===== src/rtl/sc_spi_arb.sv =====
// -----------------------------------------------------------------------------
// sc_spi_arb
//
// Shares one SPI protocol engine between NREQ requesters.
//
// Each requester supplies its own SPI wave configuration and a stream of
// 32-bit words. The engine is granted round-robin. The grant is held across
// multi-word transactions, where chip select stays asserted between words.
// Every received word is returned to the requester that owns the transaction.
//
// Ports
//   SYSCLK, SYSRSTB        : clock, asynchronous active-low reset
//   REQ_VALID/READY/LAST   : per-requester word handshake, bit i = requester i
//   REQ_DATA, REQ_CFG      : per-requester 32-bit lanes, lane i = [32i+31:32i]
//   RSP_VALID, RSP_DATA    : one-cycle RX word pulse to the owner, shared data
//   GNT                    : one-hot current owner (0 when idle), for CS routing
//   CLKDR..BORDER          : registered SPI wave config to the engine
//   TXSTART, CSEXTEND      : engine start pulse and keep-CS-asserted flag
//   TXDATA                 : word to the engine
//   SPIBUSY, SPICOMPLETE   : engine status; RXDATA is valid with SPICOMPLETE
//   RXDATA                 : received word from the engine
// -----------------------------------------------------------------------------
module sc_spi_arb #(
  parameter int NREQ = 2
) (
  input  logic                SYSCLK,
  input  logic                SYSRSTB,
  input  logic [NREQ-1:0]     REQ_VALID,
  output logic [NREQ-1:0]     REQ_READY,
  input  logic [NREQ-1:0]     REQ_LAST,
  input  logic [NREQ*32-1:0]  REQ_DATA,
  input  logic [NREQ*32-1:0]  REQ_CFG,
  output logic [NREQ-1:0]     RSP_VALID,
  output logic [31:0]         RSP_DATA,
  output logic [NREQ-1:0]     GNT,
  output logic [7:0]          CLKDR,
  output logic [3:0]          CSSETUP,
  output logic [3:0]          CSHOLD,
  output logic [8:0]          DWIDTH,
  output logic                CPOL,
  output logic                CPHA,
  output logic                BORDER,
  output logic                TXSTART,
  output logic                CSEXTEND,
  output logic [31:0]         TXDATA,
  input  logic                SPIBUSY,
  input  logic                SPICOMPLETE,
  input  logic [31:0]         RXDATA
);

  localparam int PW = (NREQ > 1) ? $clog2(NREQ) : 1;

  typedef enum logic [2:0] {
    S_IDLE,
    S_START,
    S_WAIT,
    S_RESP,
    S_HOLD
  } state_t;

  state_t            state_q, state_d;
  logic [PW-1:0]     ptr_q, ptr_d;
  logic [PW-1:0]     owner_q, owner_d;
  logic [NREQ-1:0]   gnt_q, gnt_d;
  logic [31:0]       txdata_q, txdata_d;
  logic              last_q, last_d;
  logic              cse_q, cse_d;
  logic [27:0]       cfg_q, cfg_d;
  logic [31:0]       rsp_data_q, rsp_data_d;

  logic              win_found;
  logic [PW-1:0]     win_idx;
  logic [PW-1:0]     scan_idx;
  int                scan_int;

  logic [PW-1:0]     sel_idx;
  logic [31:0]       data_sel;
  logic [31:0]       cfg_sel;
  logic              last_sel;
  logic [3:0]        unused_cfg;

  logic [NREQ-1:0]   rdy;
  logic              txstart;
  logic [NREQ-1:0]   rsp_vld;

  // Round-robin winner: first valid requester starting just after ptr.
  always_comb begin
    win_found = 1'b0;
    win_idx   = '0;
    scan_int  = 0;
    scan_idx  = '0;
    for (int k = 1; k <= NREQ; k++) begin
      scan_int = (int'(ptr_q) + k) % NREQ;
      scan_idx = PW'(scan_int);
      if (!win_found && REQ_VALID[scan_idx]) begin
        win_found = 1'b1;
        win_idx   = scan_idx;
      end
    end
  end

  // Lane mux: in IDLE the candidate is the winner, otherwise the current owner.
  assign sel_idx = (state_q == S_IDLE) ? win_idx : owner_q;

  always_comb begin
    data_sel = '0;
    cfg_sel  = '0;
    for (int i = 0; i < NREQ; i++) begin
      if (PW'(i) == sel_idx) begin
        data_sel = REQ_DATA[32*i +: 32];
        cfg_sel  = REQ_CFG[32*i +: 32];
      end
    end
  end

  assign last_sel   = REQ_LAST[sel_idx];
  assign unused_cfg = cfg_sel[31:28];

  // Next-state, handshake and datapath updates.
  always_comb begin
    state_d    = state_q;
    ptr_d      = ptr_q;
    owner_d    = owner_q;
    gnt_d      = gnt_q;
    txdata_d   = txdata_q;
    last_d     = last_q;
    cse_d      = cse_q;
    cfg_d      = cfg_q;
    rsp_data_d = rsp_data_q;
    rdy        = '0;
    txstart    = 1'b0;
    rsp_vld    = '0;

    unique case (state_q)
      S_IDLE: begin
        if (win_found) begin
          rdy[win_idx] = 1'b1;
          owner_d      = win_idx;
          gnt_d        = NREQ'(1) << win_idx;
          txdata_d     = data_sel;
          last_d       = last_sel;
          cse_d        = !last_sel;
          cfg_d        = cfg_sel[27:0];
          state_d      = S_START;
        end
      end

      S_START: begin
        if (!SPIBUSY) begin
          txstart = 1'b1;
          state_d = S_WAIT;
        end
      end

      S_WAIT: begin
        // SPICOMPLETE is only honoured here; stray pulses elsewhere are ignored.
        if (SPICOMPLETE) begin
          rsp_data_d = RXDATA;
          state_d    = S_RESP;
        end
      end

      S_RESP: begin
        rsp_vld = gnt_q;
        if (last_q) begin
          ptr_d   = owner_q;
          gnt_d   = '0;
          cse_d   = 1'b0;
          state_d = S_IDLE;
        end else begin
          state_d = S_HOLD;
        end
      end

      S_HOLD: begin
        // Grant is kept until the owner's LAST word; an idle owner blocks all others.
        rdy = gnt_q;
        if (REQ_VALID[owner_q]) begin
          txdata_d = data_sel;
          last_d   = last_sel;
          cse_d    = !last_sel;
          state_d  = S_START;
        end
      end

      default: begin
        state_d = S_IDLE;
      end
    endcase
  end

  always_ff @(posedge SYSCLK or negedge SYSRSTB) begin
    if (!SYSRSTB) begin
      state_q    <= S_IDLE;
      ptr_q      <= PW'(NREQ - 1);
      owner_q    <= '0;
      gnt_q      <= '0;
      txdata_q   <= '0;
      last_q     <= 1'b0;
      cse_q      <= 1'b0;
      cfg_q      <= '0;
      rsp_data_q <= '0;
    end else begin
      state_q    <= state_d;
      ptr_q      <= ptr_d;
      owner_q    <= owner_d;
      gnt_q      <= gnt_d;
      txdata_q   <= txdata_d;
      last_q     <= last_d;
      cse_q      <= cse_d;
      cfg_q      <= cfg_d;
      rsp_data_q <= rsp_data_d;
    end
  end

  // READY is combinational from REQ_VALID, so it is forced low while reset is held.
  assign REQ_READY = rdy & {NREQ{SYSRSTB}};
  assign RSP_VALID = rsp_vld;
  assign RSP_DATA  = rsp_data_q;
  assign GNT       = gnt_q;
  assign TXSTART   = txstart;
  assign CSEXTEND  = cse_q;
  assign TXDATA    = txdata_q;

  assign CLKDR   = cfg_q[7:0];
  assign CSSETUP = cfg_q[11:8];
  assign CSHOLD  = cfg_q[15:12];
  assign DWIDTH  = cfg_q[24:16];
  assign CPOL    = cfg_q[25];
  assign CPHA    = cfg_q[26];
  assign BORDER  = cfg_q[27];

endmodule


===== config.mk =====
export PLATFORM = sky130hd
export DESIGN_NAME = sc_spi_arb
export DESIGN_NICKNAME = d
export VERILOG_FILES = /design/src/rtl/sc_spi_arb.sv
export SDC_FILE = /design/constraint.sdc
export NUM_CORES = 1
export LEC_CHECK = 0
export BUFFER_PORTS_ARGS = -buffer_cell sky130_fd_sc_hd__buf_4
export CAP_MARGIN = 15
export CORE_ASPECT_RATIO = 0.5
export CORE_MARGIN = 1.5
export CORE_UTILIZATION = 42
export CTS_BUF_LIST = sky130_fd_sc_hd__clkbuf_2
export CTS_CLUSTER_SIZE = 40
export DETAILED_ROUTE_END_ITERATION = 10
export PLACE_DENSITY = 0.79
export SYNTH_ARGS = -nofsm -noshare
export SYNTH_HDL_FRONTEND = slang
export SYNTH_SLANG_ARGS = --single-unit
export TNS_END_PERCENT = 50

===== constraint.sdc =====
create_clock -name SYSCLK -period 1.9 [get_ports SYSCLK]
set_clock_uncertainty 0.05 [all_clocks]
set_input_delay 0.19 -clock SYSCLK [delete_from_list [all_inputs] [get_ports SYSCLK]]
set_output_delay 0.19 -clock SYSCLK [all_outputs]
set_load 0.005 [all_outputs]

==> flow_metrics.py, run 1 <==
metrics = {
    "synthesis": {
        "synth-seq-cells": 101,
        "synth_flop_cell": "dfrtp_1",
        "synth_compound_area_share_pct": 5.10,
        "synth_simple_gate_area_share_pct": 4.97,
        "synth_top_family_by_area": "multiplexers",
        "synthArstFlopShare_pct": 100,
        "synth_nets": 515,
        "synth-edff-count": 0,
        "muxShareOfSynthArea_pct": 34.4,
        "syn_inst": 347,
        "ys_seq_area_share_pct": 52.1,
        "synth-warning-count": 0,
        "syn_area_mm2": 0.00486,
        "syn_area_per_cell_um2": 14.0,
        "synth_fa_ha_area_share_pct": 0,
        "ys_types": 33,
        "synthXorXnorAreaFrac_pct": 0,
    },
    "die": {
        "io_pins": 268,
        "dieWidth_um": 155,
        "initial_core_util_pct": 43.7,
        "num_rows": 27,
        "fp.dieH_um": 79.0,
    },
    "outcome": {
        "lastStage": "clock tree synthesis",
        "error": "[ERROR RSZ-0060] Max buffer count reached.",
        "status": "stopped before the end",
    },
    "clocking": {
        "clock_sinks": 101,
        "cts_root_buf": "clkbuf_2",
        "cts_htree_levels": 3,
        "post_cts_resize_count": 10,
        "cts_hold_buffers": 156,
        "post_cts_buffers": 5,
        "cts_made_buffers": 9,
        "cts_buffer_depth": 2,
    },
    "placement": {
        "gp_congestion": 0.759,
        "dp_hpwl_um": 9260,
        "dp_slack_ns": -0.144,
        "io_buffers": 259,
    },
}
[synthesized netlist by cell type, types with 2 or more instances]
cell,n,area [um^2]
nand2_1,32,120
o21ai_0,32,160
and2_1,2,12.5
mux2i_1,30,300
buf_4,4,30.0
clkbuf_1,6,22.5
dfrtp_1,100,2500
mux2_2,41,462
buf_2,3,15.0
nor2_1,5,18.8
a21oi_1,2,10.0
buf_6,8,90.1
mux2_4,59,886
inv_1,3,11.3
nand3_1,2,10.0
[per-stage QoR]
step	instance area [um^2]	std cells	hold slack [ns]	TNS, ns
detailed placement	7090	753	0.274	-3.83
global placement	7090	753	0.268	-2.85
floorplan	4860	347	-0.156	-5.13
[cell families after synthesis]
| family | count (synthesis) |
|---|---|
| buffers and inverters | 24 |
| muxes | 131 |
| DFF | 101 |
| and+or+nand+nor | 50 |
| AOI/OAI and AO/OA | 41 |
==> inputs of run 2 (changes only) <==
CORE_ASPECT_RATIO = unset   (was 0.5)
CORE_UTILIZATION = 30   (was 42)
CTS_BUF_LIST = unset   (was sky130_fd_sc_hd__clkbuf_2)
CTS_CLUSTER_SIZE = unset   (was 40)
PLACE_DENSITY = unset   (was 0.79)
PLACE_DENSITY_LB_ADDON = 0.15   (was unset)
clock period = 2.5 ns   (was 1.9 ns; I/O delays follow)
==> run 2 against run 1 <==
  * The flow now finishes without violations
  * Synthesized cell count is the same
  * Synthesized area is the same
==> flow_metrics.py, run 2 <==
metrics = {
    "synthesis": {
        "ys_types": 33,
        "synthArstFlopShare_pct": 100,
        "synth.top_cells.by_count": "dfrtp_1 (100), mux2_4 (59), mux2_2 (41)",
        "synth-edff-count": 0,
        "synth-seq-cells": 101,
        "syn_area_mm2": 0.00486,
        "ys_seq_area_share_pct": 52.1,
        "syn_area_per_cell_um2": 14.0,
        "synth_flop_cell": "dfrtp_1",
        "synth_nets": 515,
        "syn_inst": 347,
        "yosys.area.top_type": "dfrtp_1",
        "synth-warning-count": 0,
        "synth.most_common_cell": "dfrtp_1",
        "synth_largest_type_area_fraction_pct": 51.5,
        "synth_area_leaders": "dfrtp_1 (52%), mux2_4 (18%), mux2_2 (9.5%)",
    },
    "clocking": {
        "clk_latency_ns": 0.34,
        "post_cts_buffers": 0,
        "cts_buffer_depth": 2,
        "clock_sinks": 101,
        "cts_hold_buffers": 1,
        "post_cts_resize_count": 0,
        "cts_made_buffers": 9,
        "clkTransAtPathRegs_ns": 0.07,
        "cts_htree_levels": 3,
        "cts_root_buf": "clkbuf_16",
        "cts_tree": "built",
    },
    "die": {
        "die-area_mm2": 0.0170,
        "dieWidth_um": 130,
        "num_rows": 46,
        "initial_core_util_pct": 30.7,
        "core_area_mm2": 0.0158,
        "io_pins": 268,
        "fp.dieH_um": 130,
    },
    "setup_path": {
        "worst_setup_path_start_kind": "register",
        "cpPeakStageDelay_ns": 0.41,
        "r2r_start": "state_q[2]",
        "cpMostUsedCell": "mux2_2",
        "crit_type": "reg2reg",
        "critPathSlowestCell": "dfrtp_1",
        "critPathRequiredTime_ns": 2.68,
        "r2r_end": "TXDATA[27]",
        "cp_max_fo": 37,
        "worst-endpoint-arrival_ns": 2.36,
        "startpoint": "state_q[2]",
        "reg2reg_depth": 5,
        "worst-r2r-setup-slack_ns": 0.32,
        "path_cells": "nor3_4 -> mux2i_4 -> buf_12 -> mux2_2 -> mux2_2",
        "end_kind": "register",
        "critPathCapture": "TXDATA[27]",
    },
    "route": {
        "ant_nets": 0,
        "drc_errors": 0,
        "vias_per_cell": 4.34,
        "num_vias": 3592,
        "wire_per_inst_um": 14.5,
        "drt-total-wl_um": 12000,
        "firstDrtPassIters": 4,
        "drt_iter0_drc": 70,
    },
    "sta": {
        "rsz0062_at_grt": "no",
        "period_minus_slack_ns": 2.18,
        "setup_viol": 0,
        "fin_crit_sh_pct": 87.2,
        "slew-limit-headroom_pct": 66.0,
        "max_clock_freq_mhz": 458,
        "fin_setup_tns_ns": 0,
        "worst_pin_slew_ns": 0.511,
        "maxSlewViolCount": 0,
        "finalHoldViolCount": 0,
    },
    "power_and_ir_drop": {
        "ir_drop_uv": 421,
        "p_leak_nw": 3.63,
        "power_density_mw_per_mm2": 1210,
        "power.total_mw": 8.84,
    },
    "finish": {
        "n_fill_cell": 1487,
        "layout-drive-gt1-share_pct": 64.4,
        "seq_area_mm2": 0.00253,
        "mostFrequentLayoutCells": "buf_4 (267), dfrtp_1 (100), mux2_4 (59)",
        "final_common_cell": "buf_4",
        "nets": 775,
        "diodes": 0,
        "multi_input_area_mm2": 0.00218,
        "syn_to_final_growth_pct": 50.7,
    },
    "global_routing": {
        "grt_usage_pct": 13.7,
        "grt.overflow.total": 0,
        "grt_pass1_vias": 3556,
        "grt_max_degree": 60,
        "grt_pass1_wl_um": 17800,
        "antenna_found_initial": 0,
    },
    "outcome": {
        "status": "finished clean",
    },
    "placement": {
        "dp_hpwl_um": 9130,
        "gp_congestion": 0.669,
        "io_buffers": 259,
    },
    "hold_path": {
        "hold_class": "in2reg",
    },
    "flow_run": {
        "cap_violations": 0,
    },
}
-- run 2: cell counts after synthesis --
No cell type changed its count.
-- run 2: area by class of cell --
cell class                 count  area share, %
tap                          216           3.69
timing repair buffer         270           28.1
multi-input combinational    222           29.8
inverter                       3          0.154
sequential                   101           34.5
clock inverter                 5          0.478
clock buffer                  11           3.32
-- run 2: stage by stage --
stage               instance area (um^2)  setup WS [ns]  hold slack, ns  utilization, %  std cells
detailed placement                  7030          0.290           0.201            44.4        811
finish                              7320          0.319          0.0890            46.3        828
global route                        7320          0.240          0.0749            46.3        828
global placement                    7030          0.337           0.191            44.4        811
CTS                                 7320          0.286          0.0701            46.3        828
floorplan                           4860          0.459         -0.0956               -        347
-- run 2: critical path, delay by kind of cell, from the launching register on --
kind,cells,cell delay [ns]
mux,3,0.97
buf+inv,1,0.28
simple gates,1,0.35
flops,1,0.41
-- run 2: logic make-up after synthesis --
| group | Yosys count | share of synthesized area (%) |
|---|---|---|
| flip-flops | 101 | 52.1 |
| AND/OR/NAND/NOR | 50 | 4.97 |
| AO/OA/AOI/OAI | 41 | 5.10 |
| buffers and inverters | 24 | 3.48 |
| multiplexers | 131 | 34.4 |
-- run 2: worst min path at each step --
stage	startpoint	to	cells past startpoint
after global routing	RXDATA[10]	RSP_DATA[10]	2
after detailed placement	SYSRSTB	RSP_DATA[27]	1
final	RXDATA[10]	RSP_DATA[10]	2
after global placement	SYSRSTB	RSP_DATA[25]	1
after CTS	RXDATA[21]	RSP_DATA[21]	2
after floorplan	SYSRSTB	CSEXTEND	0
-- run 2: report_power, final --
group / switching (mW) / total (mW) / leakage [nW] / internal, mW
combinational: 1.75 / 4.57 / 2.28 / 2.82
sequential: 0.468 / 2.95 / 1.21 / 2.48
clock: 0.616 / 1.32 / 0.136 / 0.705
total: 2.83 / 8.84 / 3.63 / 6.00
-- run 2: metal layers --
metal  track usage, %  vias up  part of all wire (%)  routed length [um]
met5                0        -                     0                   0
met1             16.4     1686                    41                4890
met4             6.80        0                   2.4                 290
met3             3.57       16                   7.7                 924
li1                 -     1743                     -                   -
met2             22.8      147                    49                5910
No activity file was read; power rests on OpenSTA's default activity.
==> inputs of run 3 (changes only) <==
CORE_UTILIZATION = 40   (was 30)
==> run 3 against run 2 <==
  * Die area is 24% lower
  * Critical path type unchanged
  * Highest routed layer unchanged
  * Worst hold slack better by 0.0058 ns
  * Critical path depth did not move
  * First-iteration DRC count grew 37%
  * Power fell by 0.18%
==> flow_metrics.py, run 3 (same netlist as run 2, synthesis figures left out) <==
metrics = {
    "route": {
        "ant_nets": 0,
        "drt_iter0_drc": 96,
        "wire_per_inst_um": 14.8,
        "drc_errors": 0,
        "num_vias": 3586,
        "vias_per_cell": 4.73,
        "firstDrtPassIters": 4,
        "drt-total-wl_um": 11200,
    },
    "clocking": {
        "cts_htree_levels": 3,
        "cts_buffer_depth": 2,
        "cts_root_buf": "clkbuf_16",
        "cts_made_buffers": 9,
        "post_cts_resize_count": 0,
        "clkTransAtPathRegs_ns": 0.07,
        "clk_latency_ns": 0.33,
        "cts_tree": "built",
        "clock_sinks": 101,
    },
    "setup_path": {
        "cp_max_fo": 31,
        "worst-r2r-setup-slack_ns": 0.31,
        "cpPeakStageDelay_ns": 0.41,
        "r2r_start": "state_q[2]",
        "r2r_end": "last_q",
        "path_buf_inv": 1,
        "critPathRequiredTime_ns": 2.66,
        "path_cells": "nor3_4 -> mux2i_4 -> buf_12 -> mux2_2 -> mux2_4",
        "critPathSlowestCell": "dfrtp_1",
        "crit_family": "multiplexers",
        "reg2reg_depth": 5,
        "crit_type": "reg2reg",
        "end_kind": "register",
        "startpoint": "state_q[2]",
        "worst-endpoint-arrival_ns": 2.36,
        "worst_setup_path_start_kind": "register",
    },
    "hold_path": {
        "hold_depth": 2,
        "min_to": "RSP_DATA[1]",
        "hold_class": "in2reg",
        "min_from": "RXDATA[1]",
    },
    "sta": {
        "worst_pin_slew_ns": 0.540,
        "fin_setup_tns_ns": 0,
        "slew-limit-headroom_pct": 64.0,
        "fin_crit_sh_pct": 87.8,
        "finalHoldViolCount": 0,
        "rsz0062_at_grt": "no",
        "max_clock_freq_mhz": 456,
        "setup_viol": 0,
        "maxSlewViolCount": 0,
        "period_minus_slack_ns": 2.19,
    },
    "global_routing": {
        "grt_usage_pct": 17.5,
        "grt_pass1_vias": 3637,
        "grt_max_degree": 102,
        "grt.overflow.total": 0,
        "busiest_layer": "met2",
        "grt.met3_usage_pct": 3.43,
        "met2_usage_pct": 31.2,
        "grt_pass1_wl_um": 17600,
        "met1_usage_pct": 20.6,
        "antenna_found_initial": 0,
    },
    "power_and_ir_drop": {
        "power_density_mw_per_mm2": 1220,
        "p_leak_nw": 3.63,
        "ir_drop_uv": 609,
        "power.total_mw": 8.82,
    },
    "finish": {
        "final_common_cell": "buf_4",
        "diodes": 0,
        "syn_to_final_growth_pct": 49.3,
        "layout-drive-gt1-share_pct": 64.5,
        "n_fill_cell": 964,
        "nets": 774,
        "mostFrequentLayoutCells": "buf_4 (264), dfrtp_1 (100), mux2_4 (59)",
    },
    "placement": {
        "io_buffers": 259,
        "gp_congestion": 0.731,
        "dp_hpwl_um": 8370,
    },
    "die": {
        "die-area_mm2": 0.0128,
        "io_pins": 268,
        "fp.dieH_um": 113,
        "initial_core_util_pct": 40.8,
        "core_area_mm2": 0.0119,
        "num_rows": 40,
        "dieWidth_um": 113,
    },
    "flow_run": {
        "cap_violations": 0,
    },
    "outcome": {
        "status": "finished clean",
    },
}
==> run 3: worst max-delay path by stage <==
| stage | end | slack, ns | cells after the start |
|---|---|---|---|
| 2_1_floorplan | TXDATA[0] | 0.46 | 6 |
| 3_5_place_dp | last_q | 0.30 | 5 |
| 5_1_grt | TXDATA[28] | 0.21 | 5 |
| 3_3_place_gp | TXDATA[27] | 0.34 | 5 |
| 6_report | last_q | 0.31 | 5 |
| 4_1_cts | last_q | 0.28 | 5 |
==> run 3: per-layer routing <==
| layer | part of all wire [%] | vias up |
|---|---|---|
| met2 | 51 | 149 |
| met5 | 0 | - |
| met4 | 1.9 | 0 |
| met3 | 6.3 | 16 |
| li1 | - | 1746 |
| met1 | 41 | 1675 |
==> run 3: stage by stage <==
stage | area [um^2] | cells | hold WS (ns) | utilization, % | setup WS, ns
2_1_floorplan | 4860 | 347 | -0.0956 | - | 0.459
3_5_place_dp | 6970 | 741 | 0.355 | 58.5 | 0.301
6_report | 7250 | 758 | 0.0949 | 60.9 | 0.305
3_3_place_gp | 6970 | 741 | 0.351 | 58.5 | 0.335
4_1_cts | 7250 | 758 | 0.0799 | 60.9 | 0.281
5_1_grt | 7250 | 758 | 0.0801 | 60.9 | 0.211
==> run 3: area by class of cell <==
type / instances / area (um^2) / area share, %
Timing Repair Buffer: 269 / 2070 / 28.6
Inverter: 3 / 11.3 / 0.155
Clock buffer: 10 / 239 / 3.29
Sequential cell: 101 / 2530 / 34.9
Clock inverter: 6 / 38.8 / 0.535
Tap cell: 147 / 184 / 2.54
Multi-Input combinational cell: 222 / 2180 / 30.1
==> run 3: where the power goes <==
group	total, mW	internal, mW	switching (mW)
logic	4.59	2.85	1.74
clock network	1.29	0.699	0.593
registers	2.94	2.48	0.461
total	8.82	6.03	2.80
==> run 3: timing repair <==
item                                   in CTS  in global routing
endpoints found under the hold margin      90                  0
buffers inserted                            0                  0
hold buffers                                1                  0
==> inputs of run 4 (changes only) <==
ABC_AREA = 1   (was unset)
==> run 4 against run 3 <==
  * First-iteration DRC count increased to 4.0 times the previous value
  * Critical endpoint is now REQ_READY[1]
  * Via count increased by 51%
  * Worst hold slack improved by 0.0026 ns
  * Utilization decreased by 0.82 points
  * Worst setup slack improved by 0.032 ns
  * Flip-flop and latch count unchanged
==> flow_metrics.py, run 4 <==
metrics = {
    "outcome": {
        "status": "finished clean",
    },
    "finish": {
        "mostFrequentLayoutCells": "buf_4 (268), nand3_1 (189), nand2_1 (177)",
        "syn_to_final_growth_pct": 44.9,
        "diodes": 0,
        "final_common_cell": "buf_4",
        "layout-drive-gt1-share_pct": 30.3,
        "utilization_pct": 60.1,
        "nets": 1146,
    },
    "synthesis": {
        "synth.most_common_cell": "nand3_1",
        "synthArstFlopShare_pct": 100,
        "synth-edff-count": 0,
        "ys_types": 20,
        "syn_area_mm2": 0.00530,
        "synth_area_leaders": "dfrtp_1 (47%), nand3_1 (18%), nand2_1 (13%)",
        "synth_nets": 905,
        "synth_largest_type_area_fraction_pct": 47.3,
        "yosys.area.top_type": "dfrtp_1",
        "syn_inst": 737,
        "synth.top_cells.by_count": "nand3_1 (190), nand2_1 (178), inv_1 (163)",
        "synth-warning-count": 0,
        "syn_area_per_cell_um2": 7.18,
        "ys_seq_area_share_pct": 47.8,
        "synth-seq-cells": 101,
        "synth_flop_cell": "dfrtp_1",
    },
    "placement": {
        "dp_slack_ns": 0.647,
        "io_buffers": 259,
        "dp_hpwl_um": 10700,
        "gp_congestion": 0.801,
    },
    "die": {
        "core_area_mm2": 0.0128,
        "initial_core_util_pct": 41.5,
        "io_pins": 268,
        "num_rows": 41,
        "dieWidth_um": 118,
        "die-area_mm2": 0.0139,
        "fp.dieH_um": 118,
    },
    "power_and_ir_drop": {
        "p_comb_share_pct": 53.3,
        "pwr-share-seq_pct": 32.3,
        "p_sw_share_pct": 41.0,
        "power_density_mw_per_mm2": 1170,
        "clkPwrFrac_pct": 14.4,
        "p_leak_nw": 4.64,
        "switchingPower_mw": 3.68,
        "ir_drop_uv": 677,
        "p_int_mw": 5.29,
        "power.total_mw": 8.97,
    },
    "setup_path": {
        "worst-endpoint-arrival_ns": 1.86,
        "crit_family": "simple AND/OR/NAND/NOR gates",
        "critPathRequiredTime_ns": 2.20,
        "cp_max_fo": 9,
        "crit_type": "reg2out",
        "cpPeakStageDelay_ns": 0.44,
        "end_kind": "primary output",
        "path_buf_inv": 1,
        "critPathSlowestCell": "dfrtp_1",
        "path_cells": "nor2_2 -> nand4_1 -> a21oi_1 -> buf_4",
        "worst_setup_path_start_kind": "register",
    },
    "clocking": {
        "post_cts_resize_count": 0,
        "cts_tree": "built",
        "cts_made_buffers": 9,
        "cts_buffer_depth": 2,
        "cts_htree_levels": 3,
        "clock_sinks": 101,
        "clk_latency_ns": 0.34,
        "clkTransAtPathRegs_ns": 0.07,
        "cts_root_buf": "clkbuf_16",
    },
    "route": {
        "drt_iter0_drc": 382,
        "drc_errors": 0,
        "wire_per_inst_um": 13.4,
        "firstDrtPassIters": 5,
        "ant_nets": 0,
        "num_vias": 5410,
        "drt-total-wl_um": 15400,
        "vias_per_cell": 4.68,
    },
    "flow_run": {
        "cap_violations": 0,
    },
    "sta": {
        "max_clock_freq_mhz": 462,
        "timing.final.ws_setup_ns": 0.337,
        "worst_pin_slew_ns": 0.607,
        "fin_setup_tns_ns": 0,
        "slew-limit-headroom_pct": 59.5,
        "maxSlewViolCount": 0,
        "setup_viol": 0,
        "rsz0062_at_grt": "no",
        "fin_crit_sh_pct": 86.5,
        "period_minus_slack_ns": 2.16,
        "finalHoldViolCount": 0,
    },
    "hold_path": {
        "hold_class": "in2reg",
    },
    "global_routing": {
        "grt_max_degree": 102,
        "grt.overflow.total": 0,
        "grt_usage_pct": 22.5,
        "grt_pass1_wl_um": 25300,
        "grt_pass1_vias": 5027,
        "antenna_found_initial": 0,
    },
}
run 4: changes by cell type after synthesis, sizes merged, moves of 18 or more:
cell and change:
inv +163, buf +18, nand2 +150, mux2 -100
mux2i -31, nand3 +189
run 4: area by class of cell:
cell class              instances  area [um^2]
multi-input cells             427         1940
fillers                      1234         5100
flip-flops and latches        101         2530
repair buffers                273         2100
well taps                     172          215
clock buffers                  14          254
clock inverters                 2         12.5
inverters                     166          623
run 4: worst register-to-register path, stage by stage, from the launching register on:
cell	delay, ns
dfrtp_1	0.44
nor2_2	0.24
nand2_2	0.15
nand2_2	0.31
buf_12	0.29
nand3_1	0.13
nand3_1	0.12
nand2_1	0.06
run 4: layer usage:
metal	part of all wire, %	track usage (%)	vias to the layer above	wire length [um]
li1	-	-	2744	-
met1	46	31.4	2418	7070
met2	45	34.1	224	6880
met3	7.2	4.84	24	1110
met4	2.5	9.22	0	388
met5	0	0	-	0
run 4: power by group through the flow:
stage	clock network [mW]	registers, mW	logic [mW]
after floorplan	0	2.94	2.64
after global placement	0	2.89	4.79
after detailed placement	0	2.91	4.85
after CTS	1.33	2.90	4.85
after global routing	1.41	3.00	5.35
final	1.29	2.90	4.78
run 4: repair_timing:
item | in CTS | in global routing
endpoints found under the setup margin | 0 | 0
buffers inserted | 0 | 0
hold endpoints to repair | 100 | 0
hold buffers | 1 | 0
run 4: through the flow:
stage / instance area [um^2] / instances / hold slack [ns]
after global placement: 7400 / 1138 / 0.348
after floorplan: 5300 / 737 / -0.0956
after global routing: 7670 / 1155 / 0.101
final: 7670 / 1155 / 0.0975
after detailed placement: 7400 / 1138 / 0.341
after CTS: 7670 / 1155 / 0.0816
run 4: final timing paths:
| check | startpoint | endpoint | slack (ns) | cells past startpoint |
|---|---|---|---|---|
| hold / removal | RXDATA[2] | RSP_DATA[2] | 0.1 | 3 |
| setup / recovery | state_q[0] | REQ_READY[1] | 0.34 | 4 |
| max in group asynchronous | SYSRSTB | ptr_q | 1.47 | 3 |
| min in group asynchronous | SYSRSTB | cfg_q[23] | 0.45 | 3 |
| hold reg to reg | TXDATA[26] | TXDATA[26] | 0.43 | 2 |
| setup reg to reg | state_q[0] | TXDATA[9] | 0.61 | 7 |
run 4: cells by family after synthesis:
| family | Yosys count | synth area share [%] |
|---|---|---|
| simple gates | 386 | 32.5 |
| buf+inv | 209 | 15.8 |
| flops | 101 | 47.8 |
| compound gates | 41 | 3.90 |
